===== config.mk =====
export PLATFORM = sky130hd
export DESIGN_NAME = read_ar_issuer
export DESIGN_NICKNAME = d
export VERILOG_FILES = /design/src/rtl/read_ar_issuer.sv
export SDC_FILE = /design/constraint.sdc
export NUM_CORES = 1
export LEC_CHECK = 0
export ABC_AREA = 1
export ABC_CLOCK_PERIOD_IN_PS = 1900
export BUFFER_PORTS_ARGS = -buffer_cell sky130_fd_sc_hd__buf_2
export CAP_MARGIN = 20
export CORE_ASPECT_RATIO = 0.7
export CORE_MARGIN = 8
export CORE_UTILIZATION = 47
export DETAILED_ROUTE_END_ITERATION = 8
export GPL_ROUTABILITY_DRIVEN = 0
export PLACE_DENSITY = 0.76
export SETUP_SLACK_MARGIN = 0.4
export SYNTH_ARGS = -nofsm -noshare
export SYNTH_HDL_FRONTEND = slang
export SYNTH_SLANG_ARGS = --single-unit

===== constraint.sdc =====
create_clock -name clk_i -period 1.9 [get_ports clk_i]
set_clock_uncertainty 0.1 [all_clocks]
set_input_delay 0.38 -clock clk_i [delete_from_list [all_inputs] [get_ports clk_i]]
set_output_delay 0.38 -clock clk_i [all_outputs]
set_load 0.05 [all_outputs]

===== src/rtl/read_ar_issuer.sv =====
// Splits each even/odd line-pair descriptor into two AXI4 AR bursts, tracks bursts in flight
// against a credit limit, and queues an even/odd tag per burst for the read-data sorter.
module read_ar_issuer #(
   parameter int unsigned ADDR_W          = 32,
   parameter int unsigned DATA_W          = 32,
   parameter int unsigned MAX_OUTSTANDING = 4,
   parameter int unsigned ID_W            = 1
) (
   input  logic              clk_i,
   input  logic              rst_ni,
   input  logic              desc_valid_i,
   output logic              desc_ready_o,
   input  logic [ADDR_W-1:0] even_addr_i,
   input  logic [ADDR_W-1:0] odd_addr_i,
   input  logic [7:0]        len_i,
   output logic              ar_valid_o,
   input  logic              ar_ready_i,
   output logic [ADDR_W-1:0] ar_addr_o,
   output logic [7:0]        ar_len_o,
   output logic [ID_W-1:0]   ar_id_o,
   output logic [2:0]        ar_size_o,
   output logic [1:0]        ar_burst_o,
   input  logic              r_valid_i,
   input  logic              r_ready_i,
   input  logic              r_last_i,
   output logic              tag_valid_o,
   output logic              tag_o,
   output logic [7:0]        tag_len_o,
   input  logic              tag_ready_i,
   output logic              busy_o,
   output logic              err_o
);

   localparam int unsigned CntW = $clog2(MAX_OUTSTANDING + 1);
   localparam int unsigned PtrW = (MAX_OUTSTANDING > 1) ? $clog2(MAX_OUTSTANDING) : 1;
   localparam logic [CntW-1:0] CreditMax = CntW'(MAX_OUTSTANDING - 2);
   localparam logic [PtrW-1:0] PtrLast   = PtrW'(MAX_OUTSTANDING - 1);

   typedef enum logic [1:0] {StIdle, StIssueEven, StIssueOdd} state_e;

   state_e            state_q, state_d;
   logic [ADDR_W-1:0] ar_addr_q, odd_addr_q;
   logic [7:0]        ar_len_q;
   logic [CntW-1:0]   outst_q, outst_d;
   logic              err_q, err_d;
   logic [CntW-1:0]   fifo_cnt_q;
   logic [PtrW-1:0]   wptr_q, rptr_q;
   logic              tag_mem_q [MAX_OUTSTANDING];
   logic [7:0]        len_mem_q [MAX_OUTSTANDING];
   logic              ar_is_odd;
   logic              desc_hs, ar_hs, r_last_hs, push, pop;

   assign desc_hs   = desc_valid_i & desc_ready_o;
   assign ar_hs     = ar_valid_o & ar_ready_i;
   assign r_last_hs = r_valid_i & r_ready_i & r_last_i;
   assign push      = ar_hs;
   assign pop       = tag_valid_o & tag_ready_i;

   // FSM: state register
   always_ff @(posedge clk_i) begin
      if (!rst_ni) begin
         state_q <= StIdle;
      end else begin
         state_q <= state_d;
      end
   end

   // FSM: next state
   always_comb begin
      state_d = state_q;
      unique case (state_q)
         StIdle:      if (desc_hs) state_d = StIssueEven;
         StIssueEven: if (ar_ready_i) state_d = StIssueOdd;
         StIssueOdd:  if (ar_ready_i) state_d = StIdle;
         default:     state_d = StIdle;
      endcase
   end

   // FSM: outputs; both credit and tag-slot checks must leave room for a full pair
   always_comb begin
      ar_valid_o   = (state_q == StIssueEven) || (state_q == StIssueOdd);
      ar_is_odd    = (state_q == StIssueOdd);
      desc_ready_o = (state_q == StIdle) && (outst_q <= CreditMax) && (fifo_cnt_q <= CreditMax);
      busy_o       = (state_q != StIdle) || (outst_q != '0);
   end

   // AR payload registers; the odd address is swapped in once the even burst is taken
   always_ff @(posedge clk_i) begin
      if (!rst_ni) begin
         ar_addr_q  <= '0;
         odd_addr_q <= '0;
         ar_len_q   <= '0;
      end else if (desc_hs) begin
         ar_addr_q  <= even_addr_i;
         odd_addr_q <= odd_addr_i;
         ar_len_q   <= len_i;
      end else if (ar_hs && (state_q == StIssueEven)) begin
         ar_addr_q <= odd_addr_q;
      end
   end

   assign ar_addr_o  = ar_addr_q;
   assign ar_len_o   = ar_len_q;
   assign ar_id_o    = ID_W'(ar_is_odd);
   assign ar_size_o  = 3'($clog2(DATA_W / 8));
   assign ar_burst_o = 2'b01;

   // Outstanding-burst credit counter; a stray R last never underflows, it flags an error
   always_comb begin
      outst_d = outst_q;
      err_d   = err_q;
      if (r_last_hs && (outst_q == '0)) err_d = 1'b1;
      if (ar_hs && !r_last_hs) begin
         outst_d = outst_q + CntW'(1);
      end else if (!ar_hs && r_last_hs && (outst_q != '0)) begin
         outst_d = outst_q - CntW'(1);
      end
   end

   always_ff @(posedge clk_i) begin
      if (!rst_ni) begin
         outst_q <= '0;
         err_q   <= 1'b0;
      end else begin
         outst_q <= outst_d;
         err_q   <= err_d;
      end
   end

   assign err_o = err_q;

   // Tag FIFO control
   always_ff @(posedge clk_i) begin
      if (!rst_ni) begin
         wptr_q     <= '0;
         rptr_q     <= '0;
         fifo_cnt_q <= '0;
      end else begin
         if (push) wptr_q <= (wptr_q == PtrLast) ? '0 : wptr_q + PtrW'(1);
         if (pop)  rptr_q <= (rptr_q == PtrLast) ? '0 : rptr_q + PtrW'(1);
         if (push && !pop) begin
            fifo_cnt_q <= fifo_cnt_q + CntW'(1);
         end else if (!push && pop) begin
            fifo_cnt_q <= fifo_cnt_q - CntW'(1);
         end
      end
   end

   always_ff @(posedge clk_i) begin
      if (push) begin
         tag_mem_q[wptr_q] <= ar_is_odd;
         len_mem_q[wptr_q] <= ar_len_q;
      end
   end

   // Storage is unreset, so outputs are masked while empty
   assign tag_valid_o = (fifo_cnt_q != '0);
   assign tag_o       = tag_valid_o ? tag_mem_q[rptr_q] : 1'b0;
   assign tag_len_o   = tag_valid_o ? len_mem_q[rptr_q] : 8'h00;

endmodule


==> flow_metrics.tcl, run 1 <==
set metrics [dict create \
    period_needed_ps 2180 \
    outcome "finished, violations left" \
    worstMarginPinSlew_ps 659 \
    drc 0 \
    layout.nets 899 \
    r2r_cells 11 \
    critical_path.slowest_cell "dfxtp_2" \
    path_cells "inv_4, ha_4, nand2_4, inv_4, ha_4, inv_4, fa_2, buf_4, o21ai_2, o21ai_1, a21oi_1" \
    clkTransAtPathRegs_ps 60 \
    netlist.area_leader.share 0.344 \
    worst-endpoint-arrival_ps 2420 \
    start_util 0.486 \
    final_cell_mix "nand2_4, buf_2, dfxtp_1" \
    ys_seq_area_frac 0.558 \
    finalCoreUtilization 0.902 \
    worst_slack_ps -282 \
    synth.area.top_cells "dfxtp_1, edfxtp_1, nand2_1" \
    ir_drop_uv 1790 \
    root_buffer "clkbuf_16" \
    synthCells 600 \
    endpoint_kind "flip-flop" \
    drtAntennaViolNets 0 \
    cap_violations 0 \
    worstSetupPathType "flip-flop to flip-flop" \
    synth_area_sq_mm 0.00506 \
    cts_made_buffers 17 \
    endpoint "fifo_cnt_q[2]" \
    violations "setup timing" \
    htree_levels 4 \
    wl_per_cell_um 25.9 \
    yosys_warnings 0 \
    wirelength_um 24700 \
    grt_pass1_vias 5614 \
    die_area_sq_mm 0.0144 \
    yosys_register_bits 123 \
    vias_per_cell 5.90 \
    power_frac_comb 0.624 \
    power_switching_uw 10000 \
    hold_viol 0 \
    dp_hpwl_um 9300 \
    r2r_setup_slack_ps -280 \
    antenna_found_initial 1 \
    max_stage_delay_ps 370 \
    pwr-share-seq 0.208 \
    coreArea_sq_mm 0.0104 \
    ioPinCount 140 \
    p_per_area_mw_per_mm2 2200 \
    synth_area_per_cell_sq_um 8.43 \
    slew_viol_final 0 \
    hp-class "input port to flip-flop" \
    relSlewSlack 0.561 \
    path_depth 11 \
    mostFrequentLayoutCell "nand2_4" \
    p_leak_uw 0.00423 \
    grt.total_usage 0.285 \
    syn_to_final_growth_pct 85.5 \
    grt_pass1_wl_um 31100 \
    fp-row-count 31 \
    clkSinkCount 123 \
    dieWidth_um 140 \
    pre_cts_slack_ps -14.7 \
    grt_max_degree 35 \
    rsz0062_at_grt "yes" \
    finalSetupViolCount 15 \
    overflow 0 \
    clkPwrFrac 0.168 \
    cp.required_ps 2140 \
    crit_path_frequent_cell "inv_4" \
    yosysUniqueCellTypes 25 \
    worst-path-max-fanout 3 \
    cts_tree "yes" \
    fin_crit_sh 1.15 \
    drive_above_1_share 0.687 \
    sw_frac_of_total 0.486 \
    fp.dieH_um 103 \
    cts_buffer_depth 2 \
    drt_iter0_markers 455 \
    portBuffers 134 \
    first_pass_iters 5 \
    fmaxAchievable_ghz 0.458 \
    vias 5643 \
    internal_power_uw 10600 \
    reg2reg_to "fifo_cnt_q[2]" \
    crit_family "adder cells" \
    critPathLaunch "state_q[0]" \
    worst-path-buf-inv 4 \
    rr_startpoint "state_q[0]" \
    num-fill-cells 378 \
    clkLatencyLatePin_ps 420 \
    synth_top_area_cell "dfxtp_1" \
    worst_setup_path_start_kind "flip-flop" \
]
Yosys cell counts:
cell type,n
clkinv_1,2
nand2_1,116
inv_2,1
nand3_1,38
fa_1,2
o21ai_1,4
o211a_1,1
o21bai_1,1
nand2_4,2
buf_2,7
o21ai_0,62
inv_1,51
dfxtp_1,87
conb_1,2
buf_4,15
edfxtp_1,36
a211oi_1,1
clkbuf_1,8
buf_6,3
a21oi_1,53
nor2_1,95
nor2_4,1
inv_4,1
ha_1,10
buf_1,1
tightest hold or removal path, stage by stage:
cell and delay [ps]:
buf_2 120, nand2_4 50, a21oi_2 40
repair_timing:
| action | 4_1_cts | 5_1_grt |
|---|---|---|
| endpoints found under the hold margin | 0 | 0 |
| pin swaps | 62 | 61 |
| cloned | 21 | 0 |
| buffers inserted | 38 | 11 |
| resized for setup | 390 | 169 |
| hold buffers | 0 | 0 |
| setup endpoints to repair | 154 | 154 |
power by group through the flow:
stage	logic [uW]	clock network [uW]	registers, uW
after floorplan	4290	0	5320
after global placement	6670	0	3970
after detailed placement	6800	0	4010
after CTS	10900	3370	4110
after global routing	13300	3560	4340
final	12900	3450	4290
layer usage:
metal	wire length, um	share of wire	global-route usage
met1	9290	0.38	0.331
met2	11900	0.48	0.493
met3	2030	0.082	0.0648
met4	1450	0.059	0.152
met5	0	0	0
state kept, by name, summed over array words and instances, names as in the netlist, named ones only:
signal / cells
ar_addr_o: 32
len_mem_q: 32
odd_addr_q: 32
ar_len_o: 8
tag_mem_q: 4
fifo_cnt_q: 3
outst_q: 3
rptr_q: 2
state_q: 2
wptr_q: 2
err_o: 1
worst min-delay path by stage:
stage / cells past startpoint / from / slack [ps] / to
after floorplan: 2 / state_q[0] / 350 / state_q[0]
after global placement: 2 / state_q[0] / 350 / state_q[0]
after detailed placement: 2 / err_o / 360 / err_o
after CTS: 3 / odd_addr_i[17] / 100 / odd_addr_q[17]
after global routing: 3 / odd_addr_i[18] / 110 / odd_addr_q[18]
final: 3 / odd_addr_i[17] / 100 / odd_addr_q[17]
through the flow:
stage	setup TNS (ps)	hold slack [ps]	instances	power (uW)	cell area, sq um
finish	-1770	100	956	20600	9380
global route	-2430	109	953	21200	9370
CTS	-768	96.7	941	18400	8790
detailed placement	-34.3	357	850	10800	6190
global placement	0	355	850	10600	6190
floorplan	-66.8	348	603	9610	5500
layout make-up:
| cell class | count | area [sq um] | area share |
|---|---|---|---|
| clock buffer | 17 | 425 | 0.0454 |
| tap | 132 | 165 | 0.0176 |
| multi-input combinational | 398 | 3440 | 0.367 |
| sequential | 123 | 2870 | 0.306 |
| inverter | 55 | 258 | 0.0275 |
| timing repair buffer | 210 | 2000 | 0.213 |
| timing repair inverter | 2 | 25.0 | 0.00267 |
| antenna | 4 | 10.0 | 0.00107 |
| clock inverter | 15 | 188 | 0.0200 |
cell families (layout without fill, tap and decap cells):
kind of cell    count (synthesis)  count (layout)  synth area share
compound gates                122             122             0.123
fa+ha+maj                      12              12            0.0327
other cells                     2               9           0.00149
simple gates                  252             259             0.201
flops                         123             123             0.558
buf+inv                        89             299            0.0839
Power figures use the tool's default switching activity.
==> run 2, diff against run 1 <==
Settings changed: CORE_UTILIZATION 47 to 49, CTS_BUF_LIST set to sky130_fd_sc_hd__clkbuf_8, PLACE_DENSITY 0.76 to 0.79.
==> run 2 against run 1 <==
Against the previous run:
- the flow still finishes with violations (setup timing)
- non-clock buffer count decreased by 1
- final cell count decreased by 0.21%
- die area decreased by 3.5%
- clock-buffer cell count increased by 2
- sequential cell count unchanged
- worst setup slack got worse by 83 ps
- total power decreased by 2.9%
- global-route usage decreased by 1.5 points
- clock power decreased by 22%
- combinational power about the same
- critical path depth decreased by 5
- sequential share of layout area increased by 0.87 points
- largest cell class unchanged
- largest power group unchanged
==> flow_metrics.tcl, run 2 (synthesis gave the netlist of run 1 again) <==
set metrics [dict create \
    worstMarginPinSlew_ps 661 \
    cts_hold_buf 0 \
    slew_viol_final 0 \
    drc 0 \
    die_area_sq_mm 0.0139 \
    worst-path-max-fanout 7 \
    wirelength_um 24300 \
    grt_pass1_wl_um 28400 \
    num-fill-cells 382 \
    ioPinCount 140 \
    dp_hpwl_um 9140 \
    cp.required_ps 1420 \
    hp-class "input port to flip-flop" \
    place_area_sq_mm 0.00619 \
    dieWidth_um 137 \
    critical_path.slowest_cell "dfxtp_4" \
    worst_slack_ps -365 \
    p_leak_uw 0.00393 \
    start_util 0.496 \
    drive_above_1_share 0.653 \
    cts_made_buffers 17 \
    p_per_area_mw_per_mm2 2160 \
    crit_family "flip-flops" \
    wl_per_cell_um 25.5 \
    syn_to_final_growth_pct 83.1 \
    root_buffer "clkbuf_8" \
    ir_drop_uv 1860 \
    portBuffers 134 \
    drt_iter0_markers 488 \
    htree_levels 4 \
    fin_crit_sh 1.19 \
    reg2reg_to "fifo_cnt_q[2]" \
    holdPathEnd "odd_addr_q[4]" \
    worst_setup_path_start_kind "flip-flop" \
    totalPowerFinal_uw 20000 \
    clkLatencyLatePin_ps 450 \
    fmaxAchievable_ghz 0.442 \
    min_from "odd_addr_i[4]" \
    worstSetupPathType "flip-flop to output port" \
    hold_viol 0 \
    fp.dieH_um 101 \
    cap_violations 0 \
    antenna_found_initial 1 \
    outcome "finished, violations left" \
    path_cells "clkbuf_16, nor2_1, nor2_1, o21ai_2, a21oi_4, buf_6" \
    grt_pass1_vias 5419 \
    period_needed_ps 2260 \
    whs_path_depth 3 \
    grt.total_usage 0.270 \
    coreArea_sq_mm 0.0102 \
    cts_tree "yes" \
    violations "setup timing" \
    final_cell_mix "buf_2, nor2_1, buf_6" \
    fp-row-count 31 \
    cts_buffer_depth 2 \
    endpoint_kind "output port" \
    drtAntennaViolNets 0 \
    vias 5780 \
    finalSetupViolCount 51 \
    vias_per_cell 6.06 \
    tns_ps -3590 \
    grt_max_degree 35 \
    max_stage_delay_ps 420 \
    r2r_setup_slack_ps -200 \
    worst-endpoint-arrival_ps 1780 \
    clkSinkCount 123 \
    whs_ps 89.7 \
    finalCoreUtilization 0.908 \
    stdcell_area_sq_mm 0.00926 \
    overflow 0 \
    rr_startpoint "state_q[1]" \
    rsz0062_at_grt "yes" \
    relSlewSlack 0.559 \
    layout.nets 900 \
    crit_path_frequent_cell "nor2_1" \
    r2r_cells 11 \
    first_pass_iters 6 \
    worst-path-buf-inv 2 \
    mostFrequentLayoutCell "buf_2" \
    clkTransAtPathRegs_ps 100 \
]
[run 2: cell count changes in the layout (fill, tap and decap cells not counted), moves of 8 or more]
cell,before,now
nand2_4,80,36
nand2_1,9,45
buf_6,42,68
buf_4,47,24
dfxtp_1,69,46
clkbuf_8,0,19
dfxtp_2,10,27
clkbuf_16,17,1
o21ai_0,11,26
nand2_8,12,26
o21ai_1,32,21
nand3_2,33,25
nand3_4,3,11
[run 2: layout make-up]
class / count / area [sq um] / area share
diodes: 1 / 2.50 / 0.000270
clock buffers: 19 / 262 / 0.0282
clock inverters: 13 / 188 / 0.0203
inverters: 55 / 249 / 0.0269
multi-input cells: 398 / 3360 / 0.363
flip-flops and latches: 123 / 2910 / 0.314
well taps: 132 / 165 / 0.0178
repair buffers: 209 / 2080 / 0.225
repair inverters: 4 / 42.5 / 0.00460
[run 2: how the worst max path moves through the flow]
| stage | start | end | depth (start not counted) |
|---|---|---|---|
| after global placement | state_q[0] | fifo_cnt_q[2] | 11 |
| after floorplan | state_q[0] | fifo_cnt_q[2] | 11 |
| after global routing | flip-flop | tag_len_o[3] | 6 |
| after CTS | flip-flop | tag_o | 6 |
| final | flip-flop | tag_len_o[3] | 6 |
| after detailed placement | state_q[0] | fifo_cnt_q[2] | 11 |
[run 2: worst register-to-register path, cell delays in order (launching register included)]
cell and delay (ps):
dfxtp_4 380, inv_4 40, ha_4 270, nand2_4 60, inv_4 80, ha_4 140
inv_4 50, fa_2 370, a21oi_2 170, o21ai_2 80, o21ai_1 140, a21oi_1 70
[run 2: report_power, final]
part / switching (uW) / total (uW) / internal, uW
Sequential: 818 / 4470 / 3650
Clock: 1190 / 2700 / 1510
Combinational: 7810 / 12800 / 5030
Total: 9810 / 20000 / 10200
[run 2: metrics by stage]
stage	instances	worst slack, ps
final	954	-365
after global placement	852	47.5
after global routing	954	-403
after floorplan	603	-64.5
after detailed placement	852	12.9
after CTS	934	-162
[run 2: what timing repair did]
action,CTS,global route
pin swaps,86,64
gates resized for setup,338,203
setup buffers,29,17
cloned,21,2
setup endpoints to repair,170,171
[run 2: per-layer routing]
layer | global-route usage | routed length [um] | vias up
met5 | 0 | 0 | -
met4 | 0.101 | 1600 | 0
met3 | 0.0827 | 2430 | 160
met2 | 0.449 | 11800 | 481
met1 | 0.321 | 8480 | 2760
li1 | - | - | 2379
